<file path="src/rtl/gray_pkg.sv">
// Shared types and helpers for the Gray-code receiver: FSM state encoding,
// an all-ones constant and a width-generic Gray-to-binary decode function.
package gray_pkg;

    typedef enum logic [1:0] {
        IDLE,
        TRACK,
        ERR
    } state_e;

    localparam int GRAY_MAX_W = 32;
    localparam logic [GRAY_MAX_W-1:0] ALL_ONES = '1;

    // Narrower codes are zero-extended by the caller; leading zeros decode to zeros.
    function automatic logic [GRAY_MAX_W-1:0] gray2bin(input logic [GRAY_MAX_W-1:0] g);
        logic [GRAY_MAX_W-1:0] b;
        b = g;
        for (int i = GRAY_MAX_W - 2; i >= 0; i--) begin
            b[i] = b[i+1] ^ g[i];
        end
        return b;
    endfunction

endpackage

</file>
<file path="src/rtl/gray2bin_dec.sv">
// Combinational Gray-to-binary decoder of a configurable width.
module gray2bin_dec
    import gray_pkg::*;
#(
    parameter int WIDTH = 3
) (
    input  logic [WIDTH-1:0] gray_i,
    output logic [WIDTH-1:0] binary_o
);

    assign binary_o = WIDTH'(gray2bin(GRAY_MAX_W'(gray_i)));

endmodule

</file>
<file path="src/rtl/gray_rx.sv">
// Gray-code counter receiver: decodes a Valid-qualified Gray stream and checks
// that each new code is a single step. Backward steps are legal only when
// GRAY_RX_BACKWARD_EN is defined.
module gray_rx
    import gray_pkg::*;
#(
    parameter int WIDTH = 3,
    parameter int CNT_W = 4
) (
    input  logic             Clk,
    input  logic             Reset,
    input  logic             Valid,
    input  logic [WIDTH-1:0] GrayIn,
    input  logic             Resync,
    output logic [WIDTH-1:0] Binary,
    output logic             Locked,
    output logic             Step,
    output logic             Dir,
    output logic             Wrap,
    output logic             Overflow,
    output logic [CNT_W-1:0] WrapCount,
    output logic             Error
);

    localparam logic [WIDTH-1:0] MaxVal = WIDTH'(ALL_ONES);
    localparam logic [CNT_W-1:0] CntMax = '1;

    state_e           state_q;
    logic [WIDTH-1:0] binary_q;
    logic             step_q;
    logic             dir_q;
    logic             wrap_q;
    logic             overflow_q;
    logic [CNT_W-1:0] wrapCount_q;
    logic             error_q;

    logic [WIDTH-1:0] curBin;
    logic [WIDTH-1:0] upBin;

    gray2bin_dec #(
        .WIDTH(WIDTH)
    ) u_dec (
        .gray_i  (GrayIn),
        .binary_o(curBin)
    );

    assign upBin = binary_q + WIDTH'(1);

`ifdef GRAY_RX_BACKWARD_EN
    logic [WIDTH-1:0] downBin;
    assign downBin = binary_q - WIDTH'(1);
`endif

    // Pulses default low each cycle; Resync outranks the per-state handling.
    always_ff @(posedge Clk) begin
        if (Reset) begin
            state_q     <= IDLE;
            binary_q    <= '0;
            step_q      <= 1'b0;
            dir_q       <= 1'b0;
            wrap_q      <= 1'b0;
            overflow_q  <= 1'b0;
            wrapCount_q <= '0;
            error_q     <= 1'b0;
        end else begin
            step_q <= 1'b0;
            wrap_q <= 1'b0;
            if (Resync) begin
                error_q    <= 1'b0;
                overflow_q <= 1'b0;
                if (Valid) begin
                    state_q  <= TRACK;
                    binary_q <= curBin;
                end else begin
                    state_q <= IDLE;
                end
            end else begin
                case (state_q)
                    IDLE: begin
                        if (Valid) begin
                            state_q  <= TRACK;
                            binary_q <= curBin;
                        end
                    end
                    TRACK: begin
                        if (Valid && (curBin != binary_q)) begin
                            if (curBin == upBin) begin
                                step_q   <= 1'b1;
                                dir_q    <= 1'b1;
                                binary_q <= curBin;
                                if (binary_q == MaxVal) begin
                                    wrap_q     <= 1'b1;
                                    overflow_q <= 1'b1;
                                    if (wrapCount_q != CntMax) begin
                                        wrapCount_q <= wrapCount_q + CNT_W'(1);
                                    end
                                end
`ifdef GRAY_RX_BACKWARD_EN
                            end else if (curBin == downBin) begin
                                step_q   <= 1'b1;
                                dir_q    <= 1'b0;
                                binary_q <= curBin;
                                if (binary_q == '0) begin
                                    wrap_q <= 1'b1;
                                end
`endif
                            end else begin
                                error_q <= 1'b1;
                                state_q <= ERR;
                            end
                        end
                    end
                    ERR: begin
                        state_q <= ERR;
                    end
                    default: begin
                        state_q <= IDLE;
                    end
                endcase
            end
        end
    end

    assign Binary    = binary_q;
    assign Locked    = (state_q == TRACK);
    assign Step      = step_q;
    assign Dir       = dir_q;
    assign Wrap      = wrap_q;
    assign Overflow  = overflow_q;
    assign WrapCount = wrapCount_q;
    assign Error     = error_q;

endmodule

</file>
<file path="config.mk">
export PLATFORM = sky130hd
export DESIGN_NAME = gray_rx
export DESIGN_NICKNAME = d
export VERILOG_FILES = /design/src/rtl/gray_pkg.sv /design/src/rtl/gray2bin_dec.sv /design/src/rtl/gray_rx.sv
export SDC_FILE = /design/constraint.sdc
export NUM_CORES = 1
export LEC_CHECK = 0
export CORE_MARGIN = 4
export CORE_UTILIZATION = 28
export DETAILED_ROUTE_END_ITERATION = 10
export GPL_ROUTABILITY_DRIVEN = 0
export HOLD_SLACK_MARGIN = 0.15
export PLACE_DENSITY = 0.59
export RECOVER_POWER = 100
export SETUP_SLACK_MARGIN = 0.2
export SYNTH_ARGS = -nofsm -noshare
export SYNTH_HDL_FRONTEND = slang
export SYNTH_HIERARCHICAL = 1
export SYNTH_SLANG_ARGS = --single-unit
</file>
<file path="constraint.sdc">
create_clock -name Clk -period 1.7 [get_ports Clk]
set_input_delay 0.17 -clock Clk [delete_from_list [all_inputs] [get_ports Clk]]
set_output_delay 0.17 -clock Clk [all_outputs]
set_load 0.02 [all_outputs]
</file>
# Word-level counts from Yosys, hierarchy flattened
# Cells that the tools add are included.
dict set report word_totals {
  regBits 14
  inputBits 7
  elab_cells 51
}
dict set report classes {
  addsub 2
  n_eq_ne 10
  muxes 13
  n_bitwise 6
  n_reduce_logical 12
}
# cell n
set ops {}
lappend ops {{2-to-1 mux 3 bit} 4}
lappend ops {{AND reduction 3 bit} 3}
lappend ops {{2-to-1 mux 2 bit} 4}
lappend ops {{AND reduction 4 bit} 2}
lappend ops {{!= test 3 x 2 -> 1 bit, second input constant} 2}
lappend ops {{!= test 3 bit, second input constant} 2}
lappend ops {{one-hot mux 2 bit (3 select lines)} 1}
lappend ops {{one-hot mux 3 bit (2 select lines)} 1}
lappend ops {{AND reduction 6 bit} 1}
lappend ops {{OR reduction 5 bit} 1}
lappend ops {{adder 4 x 1 -> 4 bit, second input constant} 1}
lappend ops {{!= test 4 bit, second input constant} 1}
lappend ops {{inverter 1 bit} 4}
lappend ops {{OR reduction 4 bit} 1}
lappend ops {{adder 3 x 1 -> 3 bit, second input constant} 1}
lappend ops {{== test 3 bit} 1}
lappend ops {{== test 3 bit, second input constant} 1}
lappend ops {{2-to-1 mux 1 bit} 3}
lappend ops {{!= test 3 bit} 1}
lappend ops {{nonzero test 3 bit} 1}
lappend ops {{== test 2 x 1 -> 1 bit, second input constant} 1}
lappend ops {{== test 2 bit, second input constant} 1}
lappend ops {{logical NOT 2 bit} 1}
lappend ops {{OR reduction 2 bit} 1}
lappend ops {{other kinds (2)} 3}

# Logic depth before layout (Yosys ltp)
# Gate-level depths: netlist of the first run.
dict set report depth {
  depth_word 7
  mapped_depth 7
}

# Cells and area by module
# Netlist of the first run, hierarchy kept.
# module instances cells_each area_per_inst_um2
set modules_own_cells {}
lappend modules_own_cells {gray_rx 1 93 802.0}
lappend modules_own_cells {gray2bin_dec 1 3 40.0}

# Least setup slack after synthesis of the first run
# OpenSTA, ideal clock, no wires.
dict set report synth_timing {
  kind {register to register}
  start {register binary_q[0] (netlist: Binary[0])}
  end {register wrapCount_q[3] (netlist: WrapCount[3])}
  setup_time_ns 0.070
  arrival_ns 1.900
  t_required_ns 1.630
  path_slack_ns -0.270
  stages_incl_launch_ff 7
  cell_sequence {dfxtp_1 -> ha_1 -> ha_1 -> xnor2_1 -> nand4b_1 -> or4_1 -> a21oi_1}
}
dict set report synth_via {
  elab_chain_cells 3
  word_cells_on_any_way 6
}
# item line
set synth_rtl {}
lappend synth_rtl {{start: declaration} gray_rx.sv:29} ;# logic [WIDTH-1:0] binary_q;
lappend synth_rtl {{start signal: assignment} gray_rx.sv:73} ;# binary_q <= curBin;
lappend synth_rtl {{start signal: assignment} gray_rx.sv:82} ;# binary_q <= curBin;
lappend synth_rtl {{start signal: assignment} gray_rx.sv:90} ;# binary_q <= curBin;
lappend synth_rtl {{adder 3 x 1 -> 3 bit or != test 3 bit (tied branches)} {gray_rx.sv:47, gray_rx.sv:86}}
lappend synth_rtl {{== test 3 bit or logical AND 1 bit (tied branches)} {gray_rx.sv:87, gray_rx.sv:86}}
lappend synth_rtl {{AND reduction 6 bit (no source line) (*)} --}
lappend synth_rtl {{end signal: assignment} gray_rx.sv:95} ;# wrapCount_q <= wrapCount_q + CNT_W'(1);
lappend synth_rtl {{end: declaration} gray_rx.sv:34} ;# logic [CNT_W-1:0] wrapCount_q;
# Mark *: on every way between the ends. The rest lies on a longest branch, timed or not.
# A chain may end at the register's enable or synchronous reset.

# Worst setup path in the final report of the first run
dict set report layout_timing {
  start {register binary_q[0] (netlist: Binary[0])}
  end {register wrapCount_q[1] (netlist: WrapCount[1])}
}
# Same word-level chain as after synthesis.

==> impl_summary.txt, run 1 <==
----------------------------------------------------
[Timing]
  Number of hold violations in the final report ... 0
  Relative slew slack ... 79.0%
  Largest clock skew in the final design ... 2.34 ps
  Period utilisation layout ... 110%
  RSZ-0062 raised after global routing ... true
  PnR worst setup slack ... -165 ps
  Highest attainable clock frequency ... 536 MHz
  Least-Margin Pin Slew ... 314 ps
  Final setup violation count ... 12
  Slew Limit Fails ... 0
  Sum of negative setup slack ... -949 ps
  Post-layout min period ... 1870 ps

[Place]
  Port Buffer Count ... 19
  Pre-CTS setup slack ... -591 ps
  DP HPWL ... about 1600 um

[CTS]
  Clk slew on worst S/H paths ... 90 ps
  CTS buffer count ... 3
  Number of H-tree levels ... 1
  CTS tree ... done
  Clock Root Buffer ... clkbuf_4
  Clock Tree Buf Depth ... 2
  Clk Latency, worst-skew pair ... 280 ps
  Number of sinks driven by the clock tree ... 14

[Detailed routing]
  Initial drt markers ... 32
  Wire per inst ... 13.4 um
  Number of design rule violations left after detail routing ... 0
  Total iterations of the first detailed-routing run ... 4
  Aggregate routed wire length ... 2320 um
  Final ANT Viol Nets ... 0
  Via/cell ratio ... 5.11
  Routed via count ... 884

[Status]
  Violations in the final reports ... setup timing
  Outcome ... finished with violations

[Worst setup path]
  CP arrival ... approximately 2100 ps
  Worst setup path class ... flip-flop to flip-flop
  Critical Path Fanout Max ... 4
  Type of destination of the critical path ... flip-flop
  Data required time of the critical path ... 1920 ps
  Critical path launch point type ... flip-flop
  Number of cells traversed by the worst register-to-register path ... 7

[Cells and area]
  Antenna cells ... 0
  Area Growth Syn to Fin ... 73.0%
  Commonest cells after routing, fill and taps aside ... buf_4, dfxtp_1, inv_1, nand2b_1, buf_6
  Ratio of cells with drive above 1 in the final layout ... roughly 43%
  Most frequent standard cell in the layout excluding fill and tap cells ... buf_4
  Final nets ... 156

[Floorplan]
  Starting density of the core ... 30.0%
  Die area ... about 3900 um2
  CORE AREA ... 2810 um2
  # IOs ... 20
  Die W ... 62.8 um
  Site row count ... 19
  Y dimension of the die ... between 60 and 70 um

[Power and ir drop]
  Maximum resistive drop on vdd ... 0.585 mV
  Power density over cell area ... 780 nW/um2
  Cell leakage power ... 0.599 nW

[Synthesis]
  Mean post-synth cell area ... 8.77 um2
  Sequential area share after synthesis ... 33.3%
  #FFs+latches synth ... 14
  Post-Syn Area ... 842 um2
  Fraction of registers with async set/reset ... 0%
  Net Count, Synth ... 109
  Number of different library cells in the post-synthesis netlist ... 31
  Number of enable flip-flop cells after synthesis ... 0
  Predominant post-synthesis flop cell ... dfxtp_1
  Cells after Synth ... between 90 and 100
  YS warnings ... 6

[Hold path]
  Path class of the lowest-slack min-delay path ... input port to flip-flop
  Worst hold path stage count ... 4

[Global routing]
  Wire length of the first global-routing pass ... 3770 um
  Via count of the first global-routing pass ... ~840
  Maximum number of pins on one net before global-route repair ... 12
  Number of antenna violations at the first check in global routing ... 0
  GR Util All Layers ... between 10% and 20%
  Overflow left after global routing ... 0

[Flow run]
  Max Cap Viol ... 0

----------------------------------------------------
-- flip-flops by register name, summed over array words and instances (netlist names) --
name / flops
WrapCount: 4
Binary: 3
state_q: 2
Dir: 1
Error: 1
Overflow: 1
Step: 1
Wrap: 1
-- per-stage QoR --
step           hold WS (ps)  util [%]  area (um2)  power [W]  std cells
6_report                464      51.9        1460    0.00114        173
3_3_place_gp            462      44.8        1260   0.000768        163
3_5_place_dp            472      44.8        1260   0.000773        163
5_1_grt                 489      51.9        1460    0.00119        173
2_1_floorplan           331         -         892   0.000597         96
4_1_cts                 486      50.6        1420    0.00111        171
-- synth_stat cells (2+ instances only) --
master	instances	area, um2
nand2_1	4	15.0
or4_1	2	15.0
xnor2_1	2	17.5
ha_1	6	75.1
nand3_1	6	30.0
nor4_1	2	12.5
o31ai_1	2	15.0
or3_1	3	18.8
xor2_1	3	26.3
a2111oi_0	2	17.5
inv_1	7	26.3
nor2_1	4	15.0
dfxtp_1	14	280
nor3_1	5	25.0
nand2b_1	7	43.8
clkbuf_1	2	7.51
mux2i_1	3	30.0
a21oi_1	6	30.0
o21ai_0	3	15.0
o21a_1	2	15.0
-- worst max-delay path, cell delays in order, from the launching register on --
cell and delay (ps):
dfxtp_4 370, ha_4 160, ha_4 270, xnor2_2 110, nand4b_1 200, buf_4 200, or3_4 360, a21oi_2 140
-- per-layer routing --
| metal | wire length (um) | global-route usage (%) | up-vias |
|---|---|---|---|
| met2 | 1150 | 20.1 | 28 |
| met1 | 1020 | 13.6 | 420 |
| met4 | 48 | 3.58 | 0 |
| li1 | - | - | 430 |
| met3 | 109 | 4.32 | 6 |
| met5 | 0 | 0 | - |
-- cell families after synthesis --
| kind of cell | Yosys count | synth area share (%) |
|---|---|---|
| and+or+nand+nor | 35 | 22.6 |
| DFF | 14 | 33.3 |
| AOI/OAI and AO/OA | 19 | 14.9 |
| buffers and inverters | 11 | 5.50 |
| xor gates and xnor gates | 7 | 9.96 |
| muxes | 4 | 4.90 |
| adders and majority gates | 6 | 8.92 |
-- power by group --
| group | total, W | internal, W | switching (W) |
|---|---|---|---|
| logic | 0.000523 | 0.000268 | 0.000255 |
| registers | 0.000365 | 0.000348 | 0.0000161 |
| clock network | 0.000248 | 0.000130 | 0.000118 |
-- what timing repair did --
item,4_1_cts,5_1_grt
setup endpoints to repair,18,19
hold buffers,0,0
endpoints found under the hold margin,0,0
resized for setup,27,19
pin swaps,9,10
setup buffers,4,2
-- path summary, 6_finish.rpt --
kind              from           end  slack (ps)
min reg2reg   Overflow      Overflow         480
min          GrayIn[0]     Binary[0]         460
max reg2reg  Binary[0]  WrapCount[1]        -170
max          Binary[0]  WrapCount[1]        -170
-- layout make-up --
type / instances / area [um2]
multi-input cells: 71 / 683
inverters: 7 / 26.3
fillers: 253 / 1350
repair buffers: 46 / 384
flip-flops and latches: 14 / 288
well taps: 31 / 38.8
clock buffers: 4 / 36.3
Power figures use the tool's default switching activity.
==> run 2: changes to the inputs <==
--- a/config.mk
+++ b/config.mk
@@ -5,12 +5,12 @@
 export SDC_FILE = /design/constraint.sdc
 export NUM_CORES = 1
 export LEC_CHECK = 0
-export CORE_MARGIN = 4
-export CORE_UTILIZATION = 28
+export CORE_MARGIN = 2
+export CORE_UTILIZATION = 25
 export DETAILED_ROUTE_END_ITERATION = 10
 export GPL_ROUTABILITY_DRIVEN = 0
-export HOLD_SLACK_MARGIN = 0.15
-export PLACE_DENSITY = 0.59
+export HOLD_SLACK_MARGIN = 0.03
+export PLACE_DENSITY = 0.54
 export RECOVER_POWER = 100
 export SETUP_SLACK_MARGIN = 0.2
 export SYNTH_ARGS = -nofsm -noshare
==> run 2 against run 1 <==
- the flow still finishes with violations (setup timing)
- sequential cell count unchanged
- maximum frequency increased by 0.56%
- sequential power increased by 1%
- critical path depth unchanged
- clock-buffer cell count unchanged
- clock skew increased by 3.6 ps
- worst setup slack improved by 10 ps
- critical path type unchanged
- largest cell class unchanged
==> impl_summary.txt, run 2 (same netlist as run 1, synthesis figures left out) <==
----------------------------------------------------
[Place]
  Pre-CTS setup slack ... -620 ps
  DP HPWL ... between 1500 and 2000 um
  Port Buffer Count ... 19

[Global routing]
  Number of antenna violations at the first check in global routing ... 0
  Via count of the first global-routing pass ... 805
  Maximum number of pins on one net before global-route repair ... 10
  Wire length of the first global-routing pass ... 3510 um
  GR Util All Layers ... approximately an eighth
  Overflow left after global routing ... 0

[Detailed routing]
  Total iterations of the first detailed-routing run ... 4
  Via/cell ratio ... 4.51
  Final ANT Viol Nets ... 0
  Initial drt markers ... 23
  Routed via count ... 848
  Aggregate routed wire length ... around 2200 um
  Wire per inst ... 11.7 um
  Number of design rule violations left after detail routing ... 0

[Worst setup path]
  Logic depth of the worst path, buffers included ... 7
  Critical path launch point type ... flip-flop
  Setup crit end ... WrapCount[2]
  Worst R2R Start ... Binary[1]
  Type of destination of the critical path ... flip-flop
  Delay contributed by the slowest stage of the critical path ... 480 ps
  Master of the slowest instance on the critical path ... or4_4
  Data required time of the critical path ... between 1500 and 2000 ps
  Critical path, cell by cell ... ha_4 -> ha_4 -> xnor2_2 -> nand4b_1 -> buf_6 -> or4_4 -> a21oi_2
  CP arrival ... 2070 ps
  Number of cells traversed by the worst register-to-register path ... 7
  End of the worst register-to-register path ... WrapCount[2]
  Most repeated library cell on the critical path ... ha_4
  Largest delay contributor family on the critical path ... simple AND/OR/NAND/NOR gates
  Worst setup path class ... flip-flop to flip-flop
  R2R setup slack ... -150 ps
  Critical Path Fanout Max ... 6
  Number of buffer and inverter instances along the worst setup path ... 1
  Critical path origin ... Binary[1]

[CTS]
  Clk Latency, worst-skew pair ... 280 ps
  Number of H-tree levels ... 1
  Cts hold-fix bufs ... 0
  Clock Tree Buf Depth ... 2
  CTS buffer count ... 3
  CTS tree ... done
  Clock Root Buffer ... clkbuf_4
  Clk slew on worst S/H paths ... 100 ps
  Number of sinks driven by the clock tree ... 14

[Timing]
  PnR worst setup slack ... -155 ps
  Post-layout min period ... 1850 ps
  Slew Limit Fails ... 0
  Number of hold violations in the final report ... 0
  Relative slew slack ... 72.7%
  Sum of negative setup slack ... -692 ps
  Highest attainable clock frequency ... 539 MHz
  Least-Margin Pin Slew ... 408 ps
  Largest clock skew in the final design ... 5.95 ps
  Period utilisation layout ... 109%
  RSZ-0062 raised after global routing ... true
  Worst hold slack after final layout ... 367 ps
  Final setup violation count ... 10

[Floorplan]
  # IOs ... 20
  Site row count ... 21
  CORE AREA ... around 3300 um2
  Starting density of the core ... 25.6%
  Die area ... 3850 um2
  Die W ... 62.0 um
  Y dimension of the die ... 62.0 um

[Cells and area]
  Ratio of cells with drive above 1 in the final layout ... 40.8%
  Area of the multi-input gates ... 663 um2
  Final nets ... between 150 and 200
  Number of fill cells ... 324
  Most frequent standard cell in the layout excluding fill and tap cells ... buf_4
  Commonest cells after routing, fill and taps aside ... buf_4, dfxtp_1, inv_1, nand2b_1
  Core occupancy in the finished layout ... between 40% and 50%
  Number of flip-flops in the largest register ... 4
  Antenna cells ... 0
  Area Growth Syn to Fin ... 72.2%
  Reg area ... about 290 um2

[Flow run]
  Max Cap Viol ... 0

[Power and ir drop]
  Cell leakage power ... 0.586 nW
  Maximum resistive drop on vdd ... 0.450 mV
  Final total power ... between 0.001 and 0.0015 W
  Power density over cell area ... between 700 and 800 nW/um2

[Status]
  Violations in the final reports ... setup timing
  Outcome ... finished with violations

[Hold path]
  Path class of the lowest-slack min-delay path ... input port to flip-flop

----------------------------------------------------
run 2: per-layer routing:
| layer | vias to the layer above | part of all wire [%] | track usage (%) |
|---|---|---|---|
| met5 | - | 0 | 0 |
| met4 | 0 | 0.32 | 2.74 |
| met3 | 2 | 4.4 | 3.93 |
| met2 | 20 | 52 | 20.7 |
| met1 | 392 | 44 | 15.5 |
| li1 | 434 | - | - |
run 2: where the power goes:
part / leakage (nW) / internal, W / switching [W]
Sequential: 0.116 / 0.000350 / 0.0000186
Combinational: 0.449 / 0.000247 / 0.000221
Clock: 0.0210 / 0.000130 / 0.000119
Total: 0.586 / 0.000727 / 0.000358
run 2: worst reg2reg max path, cell delays in order, from the launching register on:
cell      delay, ps
dfxtp_4         370
ha_4            160
ha_4            260
xnor2_2         110
nand4b_1        130
buf_6           150
or4_4           480
a21oi_2         140
run 2: final cells by class:
cell class / count / share of cell area, %
multi-input combinational: 71 / 45.7
timing repair buffer: 46 / 26.0
sequential: 14 / 20.0
tap: 46 / 3.97
clock buffer: 4 / 2.50
inverter: 7 / 1.81
run 2: stage by stage:
step                      cells  area (um2)
after floorplan              96         892
after global placement      177        1270
after detailed placement    177        1270
after CTS                   185        1390
after global routing        188        1450
final                       188        1450
run 2: timing repair:
item,4_1_cts,5_1_grt
pin swaps,17,8
setup buffers,4,3
gates resized for setup,24,22
setup endpoints to repair,18,20
run 2: worst min-delay path by stage:
| stage | from | endpoint | slack (ps) | cells after the start |
|---|---|---|---|---|
| floorplan | Reset | state_q[0] | 330 | 2 |
| global placement | Overflow | Overflow | 460 | 1 |
| detailed placement | Overflow | Overflow | 470 | 1 |
| CTS | GrayIn[1] | Binary[1] | 360 | 5 |
| global route | GrayIn[1] | Binary[1] | 430 | 5 |
| finish | GrayIn[1] | Binary[1] | 370 | 5 |
